$ cat src/rtl/stt8_entity_pkg.sv
// Shared definitions for entity descriptors feeding the frame buffer controller.
package stt8_entity_pkg;

  // Descriptor field widths
  localparam int unsigned ID_W     = 4;
  localparam int unsigned ORIENT_W = 2;
  localparam int unsigned LOC_W    = 8;
  localparam int unsigned ENTITY_W = ID_W + ORIENT_W + LOC_W;

  // Orientation encoding
  localparam logic [ORIENT_W-1:0] ORIENT_UP    = 2'b00;
  localparam logic [ORIENT_W-1:0] ORIENT_RIGHT = 2'b01;
  localparam logic [ORIENT_W-1:0] ORIENT_DOWN  = 2'b10;
  localparam logic [ORIENT_W-1:0] ORIENT_LEFT  = 2'b11;

  // First line of vertical blanking
  localparam logic [9:0] VBLANK_LINE = 10'd480;

  // ID reserved for an unused frame buffer channel
  localparam logic [ID_W-1:0] UNUSED_ID = 4'hF;

  // Packed layout of one entity channel
  typedef struct packed {
    logic [ID_W-1:0]     id;
    logic [ORIENT_W-1:0] orient;
    logic [3:0]          x;
    logic [3:0]          y;
  } entity_t;

  // Resolve simultaneous held directions: up > right > down > left
  function automatic logic [ORIENT_W-1:0] pick_orient(
    input logic up,
    input logic right,
    input logic down,
    input logic left
  );
    logic [ORIENT_W-1:0] o;
    o = ORIENT_LEFT;
    if (up)         o = ORIENT_UP;
    else if (right) o = ORIENT_RIGHT;
    else if (down)  o = ORIENT_DOWN;
    else if (left)  o = ORIENT_LEFT;
    return o;
  endfunction

endpackage

$ cat src/rtl/button_sync_debounce.sv
// Two-flop synchroniser for one raw button plus a history bit sampled on the
// frame tick; 'held' is true when the button was high on this tick and the last.
module button_sync_debounce
  import stt8_entity_pkg::*;
(
  input  logic clk,
  input  logic reset,
  input  logic btn_raw,
  input  logic tick,
  output logic held
);

  logic sync1_q, sync1_d;
  logic sync2_q, sync2_d;
  logic hist_q,  hist_d;

  // Next-state: shift the synchroniser every cycle, history only on a tick
  always_comb begin
    sync1_d = btn_raw;
    sync2_d = sync1_q;
    hist_d  = hist_q;
    if (tick) begin
      hist_d = sync2_q;
    end
  end

  // Synchroniser and history registers
  always_ff @(posedge clk or posedge reset) begin
    if (reset) begin
      sync1_q <= 1'b0;
      sync2_q <= 1'b0;
      hist_q  <= 1'b0;
    end else begin
      sync1_q <= sync1_d;
      sync2_q <= sync2_d;
      hist_q  <= hist_d;
    end
  end

  // Current synchronised sample ANDed with the previous tick's sample
  always_comb begin
    held = sync2_q & hist_q;
  end

endmodule

$ cat src/rtl/player_entity_controller.sv
// Converts four player buttons into a 14-bit entity descriptor that moves at
// most one tile per MOVE_PERIOD frames and updates only at the start of vblank.
module player_entity_controller
  import stt8_entity_pkg::*;
#(
  parameter logic [3:0]  ENTITY_ID   = 4'h1,
  parameter logic [7:0]  START_TILE  = 8'h65,
  parameter int unsigned MOVE_PERIOD = 4,
  parameter int unsigned GRID_ROWS   = 12
) (
  input  logic                clk,
  input  logic                reset,
  input  logic                btn_up,
  input  logic                btn_right,
  input  logic                btn_down,
  input  logic                btn_left,
  input  logic [9:0]          counter_H,
  input  logic [9:0]          counter_V,
  output logic [ENTITY_W-1:0] entity,
  output logic                moving
);

  localparam logic [0:0] ST_IDLE     = 1'b0;
  localparam logic [0:0] ST_COOLDOWN = 1'b1;

  localparam logic [3:0] COOL_RELOAD = 4'(MOVE_PERIOD - 1);
  localparam logic [3:0] MAX_X       = 4'd15;
  localparam logic [3:0] MAX_Y       = 4'(GRID_ROWS - 1);
  localparam logic [0:0] ST_AFTER_MOVE = (MOVE_PERIOD == 1) ? ST_IDLE : ST_COOLDOWN;

  logic       tick;
  logic       held_up, held_right, held_down, held_left;
  logic       any_held;
  logic [1:0] dir;
  logic [3:0] x_move, y_move;

  logic [0:0] state_q,  state_d;
  logic [3:0] cool_q,   cool_d;
  logic [1:0] orient_q, orient_d;
  logic [3:0] x_q,      x_d;
  logic [3:0] y_q,      y_d;
  logic       moving_q, moving_d;

  entity_t    ent;

  // Single-cycle pulse on the first pixel of the first vblank line
  always_comb begin
    tick = (counter_V == VBLANK_LINE) && (counter_H == '0);
  end

  button_sync_debounce u_sync_up (
    .clk     (clk),
    .reset   (reset),
    .btn_raw (btn_up),
    .tick    (tick),
    .held    (held_up)
  );

  button_sync_debounce u_sync_right (
    .clk     (clk),
    .reset   (reset),
    .btn_raw (btn_right),
    .tick    (tick),
    .held    (held_right)
  );

  button_sync_debounce u_sync_down (
    .clk     (clk),
    .reset   (reset),
    .btn_raw (btn_down),
    .tick    (tick),
    .held    (held_down)
  );

  button_sync_debounce u_sync_left (
    .clk     (clk),
    .reset   (reset),
    .btn_raw (btn_left),
    .tick    (tick),
    .held    (held_left)
  );

  // Winning direction and the clamped location it would lead to
  always_comb begin
    any_held = held_up | held_right | held_down | held_left;
    dir      = pick_orient(held_up, held_right, held_down, held_left);
    x_move   = x_q;
    y_move   = y_q;
    case (dir)
      ORIENT_UP:    if (y_q != 4'd0)  y_move = y_q - 4'd1;
      ORIENT_RIGHT: if (x_q <  MAX_X) x_move = x_q + 4'd1;
      ORIENT_DOWN:  if (y_q <  MAX_Y) y_move = y_q + 4'd1;
      default:      if (x_q != 4'd0)  x_move = x_q - 4'd1;
    endcase
  end

  // Movement FSM; a blocked move still turns the entity and restarts the cooldown
  always_comb begin
    state_d  = state_q;
    cool_d   = cool_q;
    orient_d = orient_q;
    x_d      = x_q;
    y_d      = y_q;
    if (tick) begin
      case (state_q)
        ST_IDLE: begin
          if (any_held) begin
            orient_d = dir;
            x_d      = x_move;
            y_d      = y_move;
            cool_d   = COOL_RELOAD;
            state_d  = ST_AFTER_MOVE;
          end
        end
        default: begin
          if (cool_q != 4'd0) begin
            cool_d = cool_q - 4'd1;
          end else if (any_held) begin
            orient_d = dir;
            x_d      = x_move;
            y_d      = y_move;
            cool_d   = COOL_RELOAD;
            state_d  = ST_AFTER_MOVE;
          end else begin
            state_d  = ST_IDLE;
          end
        end
      endcase
    end
    moving_d = (state_d == ST_COOLDOWN);
  end

  // State, cooldown and descriptor registers
  always_ff @(posedge clk or posedge reset) begin
    if (reset) begin
      state_q  <= ST_IDLE;
      cool_q   <= '0;
      orient_q <= ORIENT_UP;
      x_q      <= START_TILE[7:4];
      y_q      <= START_TILE[3:0];
      moving_q <= 1'b0;
    end else begin
      state_q  <= state_d;
      cool_q   <= cool_d;
      orient_q <= orient_d;
      x_q      <= x_d;
      y_q      <= y_d;
      moving_q <= moving_d;
    end
  end

  // Pack registered fields into the descriptor
  always_comb begin
    ent.id     = ENTITY_ID;
    ent.orient = orient_q;
    ent.x      = x_q;
    ent.y      = y_q;
    entity     = ent;
    moving     = moving_q;
  end

endmodule

$ cat config.mk
export PLATFORM = sky130hd
export DESIGN_NAME = player_entity_controller
export DESIGN_NICKNAME = d
export VERILOG_FILES = /design/src/rtl/stt8_entity_pkg.sv /design/src/rtl/button_sync_debounce.sv /design/src/rtl/player_entity_controller.sv
export SDC_FILE = /design/constraint.sdc
export NUM_CORES = 1
export LEC_CHECK = 0
export BUFFER_PORTS_ARGS = -buffer_cell sky130_fd_sc_hd__buf_4
export CAP_MARGIN = 0
export CORE_UTILIZATION = 30
export DETAILED_ROUTE_END_ITERATION = 8
export HOLD_SLACK_MARGIN = 0.12
export PLACE_DENSITY = 0.61
export SETUP_SLACK_MARGIN = 0.02
export SYNTH_ARGS = -nofsm -noshare
export SYNTH_HDL_FRONTEND = slang
export SYNTH_SLANG_ARGS = --single-unit
$ cat constraint.sdc
create_clock -name clk -period 3.4 [get_ports clk]
set_input_delay 0.34 -clock clk [delete_from_list [all_inputs] [get_ports clk]]
set_output_delay 0.34 -clock clk [all_outputs]
set_load 0.05 [all_outputs]
==> summary.md <==
| Metric | Value |
|---|---|
| Skew final | `0.00495 ns` |
| RSZ-0062 raised after global routing | `false` |
| Synthesized area | `0.00140 sq mm` |
| Seq/Total Area, Yosys | `0.485` |
| Critical Path Start | `u_sync_right.sync2_q$_DFF_PP0_` |
| Initial core utilization | `0.318` |
| Antenna violations before repair | `0` |
| CP required | `3.61 ns` |
| Leading post-synthesis cells by cell area | `dfrtp_1 41%, dfstp_2 7.5%, mux2_1 4.8%` |
| Congestion Overflow GR | `0` |
| Type of origin of the critical path | `register` |
| Die width | `70.4 microns` |
| Syn_area_per_cell | `10.9 sq um` |
| Max Clk Rate | `455 MHz` |
| Crit path to | `y_q[3]$_DFFE_PP0P_` |
| Clock sink total | `27` |
| Crit-path slowest cell | `dfrtp_1` |
| Hold WC Path Type | `in -> reg` |
| Pwr/cell area | `315 mW/mm^2` |
| Final wirelength | `2730 microns` |
| Routed length per instance | `12.7 microns` |
| Fillers | `430` |
| Count of cell types in the netlist | `42` |
| Detailed router's first-iteration violation count | `35` |
| Yosys warning count | `0` |
| Tot GR Track Use | `0.123` |
| Row cnt | `24` |
| Mapped Cells | `129` |
| Resized Gates After CTS | `0` |
| Clk slew on worst S/H paths | `0.09 ns` |
| First-pass DRT Iterations | `4` |
| Share of cells above drive strength 1 | `0.305` |
| Root buffer cell | `clkbuf_8` |
| Critical path's largest stage delay | `0.42 ns` |
| IO buf count | `36` |
| Status | `finished, final reports clean` |
| Max Transition Viols Final | `0` |
| R2R Setup Slk | `1.20 ns` |
| Yosys reg bits | `27` |
| Async S/R FF share, synth | `1.00` |
| Final ANT Viol Nets | `0` |
| Biggest area consumer among synthesized cells | `dfrtp_1` |
| Post-synth top flop | `dfrtp_1` |
| Crit path cell chain | `a22oi_2 -> nand3_1 -> ha_1 -> a21o_1 -> a21oi_1 -> xor2_1 -> nor4_2 -> xor2_1` |
| Worst-Skew Late Latency | `0.27 ns` |
| First-pass GRT wire length | `4970 microns` |
| Post-DP HPWL | `2180 microns` |
| Reg2reg end | `y_q[3]$_DFFE_PP0P_` |
| Largest net degree at the start of global routing | `28` |
| Final Critical Period | `2.20 ns` |
| Nets | `197` |
| Core area | `0.00441 sq mm` |
| Worst-margin pin slew | `0.996 ns` |
| Number of synthesized flops with an enable pin | `0` |
| CP most frequent cell | `xor2_1` |
| Worst vdd ir | `329 uV` |
| Commonest cells post-synth | `23 x dfrtp_1, 17 x nand2_1, 6 x mux2_1, 6 x nand3_1, 6 x nor2_1` |
| Leak | `0.840 nW` |
| Number of global-route vias before repair | `1,066` |
| Number of buffers created by CTS | `3` |
| Htree depth | `1` |
| Routed vias/inst | `4.94` |
| CP Max Fanout | `5` |
| I/O pin cnt | `41` |
| Reg2reg start | `u_sync_right.sync2_q$_DFF_PP0_` |
| CP endpoint kind | `register` |
| DRC Markers | `0` |
| Routability cong. | `0.793` |
| Area growth from synthesis to layout | `24.8%` |
| Worst Path Arrival | `2.41 ns` |
| Max cap viols | `0` |
| Worst reg-to-reg path cell count | `8` |
| Hold_buf cts | `0` |
| Critical path type | `reg -> reg` |
| Setup TNS | `0 ns` |
| Post-layout util | `0.397` |
| Top-area cell type share of the netlist area | `0.410` |
| CTS max path bufs | `2` |
| DR vias | `1,066` |
| Setup violators final | `0` |
| Post-CTS setup buffers | `0` |
| Die area | `0.00496 sq mm` |
| Antenna Cells | `0` |
| Tcrit/Tclk final | `0.647` |
| Most common cell in the netlist | `dfrtp_1` |
| Slew headroom | `0.336` |
| CTS tree | `built` |
| Die H | `70.4 microns` |
| Hold Violations, Final | `0` |
[final cells by class]
class,instances,area (sq um),share of cell area
inverters,4,15.0,0.00857
clock buffers,3,41.3,0.0236
repair buffers,36,270,0.154
multi-input cells,93,672,0.384
well taps,52,65.1,0.0371
clock inverters,1,7.51,0.00429
flip-flops and latches,27,681,0.389
[per-layer routing]
metal  track usage  part of all wire  up-vias
li1              -                 -      525
met1         0.158              0.44      503
met2         0.204              0.50       34
met3        0.0361             0.053        4
met4        0.0267            0.0066        0
met5             0                 0        -
[layout by cell type (no fill, tap or decap), types with 2 or more instances in the layout]
master    synthesis  layout
conb_1            2       4
nor2_1            6       6
clkbuf_8          0       3
nand4_1           2       2
ha_1              5       5
inv_1             4       4
nand2_1          17      17
nor4b_2           2       2
o21ai_1           3       3
nor4_1            4       4
mux2i_1           2       2
dfrtp_1          23      23
dfstp_2           4       4
a21o_1            2       2
mux2_1            6       6
buf_4             4      36
xor2_1            5       5
nand3_1           6       6
xnor2_1           3       3
a21oi_1           4       4
and3_1            2       2
[per-stage QoR]
stage | hold WS [ns] | setup WS [ns] | instances | total power [W] | cell area (sq um)
detailed placement | 0.336 | 1.21 | 212 | 0.000376 | 1700
global placement | 0.333 | 1.30 | 212 | 0.000375 | 1700
CTS | 0.158 | 1.18 | 216 | 0.000561 | 1750
global route | 0.147 | 1.00 | 216 | 0.000578 | 1750
floorplan | 0.331 | 1.39 | 131 | 0.000354 | 1410
finish | 0.165 | 1.20 | 216 | 0.000551 | 1750
[worst min path at each step]
| stage | startpoint | cells after the start | end | slack (ns) |
|---|---|---|---|---|
| after global placement | u_sync_left.sync1_q$_DFF_PP0_ | 0 | u_sync_left.sync2_q$_DFF_PP0_ | 0.33 |
| after CTS | btn_left | 1 | u_sync_left.sync1_q$_DFF_PP0_ | 0.16 |
| after detailed placement | u_sync_left.sync1_q$_DFF_PP0_ | 0 | u_sync_left.sync2_q$_DFF_PP0_ | 0.34 |
| final | btn_down | 1 | u_sync_down.sync1_q$_DFF_PP0_ | 0.17 |
| after floorplan | u_sync_down.sync1_q$_DFF_PP0_ | 0 | u_sync_down.sync2_q$_DFF_PP0_ | 0.33 |
| after global routing | btn_left | 1 | u_sync_left.sync1_q$_DFF_PP0_ | 0.15 |
[where the power goes]
part | switching [W] | leakage (nW) | total, W | internal (W)
clock network | 0.0000993 | 0.0217 | 0.000183 | 0.0000832
logic | 0.0000205 | 0.485 | 0.0000399 | 0.0000194
registers | 0.00000314 | 0.334 | 0.000329 | 0.000326
total | 0.000123 | 0.840 | 0.000551 | 0.000429
[state kept, by name, indices dropped and copies added (netlist names)]
register / count
cool_q: 4
moving: 1
orient_q: 2
u_sync_down.hist_q: 1
u_sync_down.sync1_q: 1
u_sync_down.sync2_q: 1
u_sync_left.hist_q: 1
u_sync_left.sync1_q: 1
u_sync_left.sync2_q: 1
u_sync_right.hist_q: 1
u_sync_right.sync1_q: 1
u_sync_right.sync2_q: 1
u_sync_up.hist_q: 1
u_sync_up.sync1_q: 1
u_sync_up.sync2_q: 1
x_q: 4
y_q: 4
[worst max-delay path, delay by kind of cell (launching register included)]
family | cells | cell delay, ns
DFF | 1 | 0.42
and+or+nand+nor | 2 | 0.52
adders and majority gates | 1 | 0.34
AOI/OAI and AO/OA | 3 | 0.60
xor gates and xnor gates | 2 | 0.25
[logic make-up (layout without fill, tap and decap cells)]
group / count (synthesis) / after routing / share of synthesized area
and+or+nand+nor: 47 / 47 / 0.194
adders and majority gates: 6 / 6 / 0.0588
buffers and inverters: 11 / 44 / 0.0419
AOI/OAI and AO/OA: 19 / 19 / 0.0945
muxes: 9 / 9 / 0.0704
DFF: 27 / 27 / 0.485
other: 2 / 4 / 0.00535
xor gates and xnor gates: 8 / 8 / 0.0499
Power figures use the tool's default switching activity.
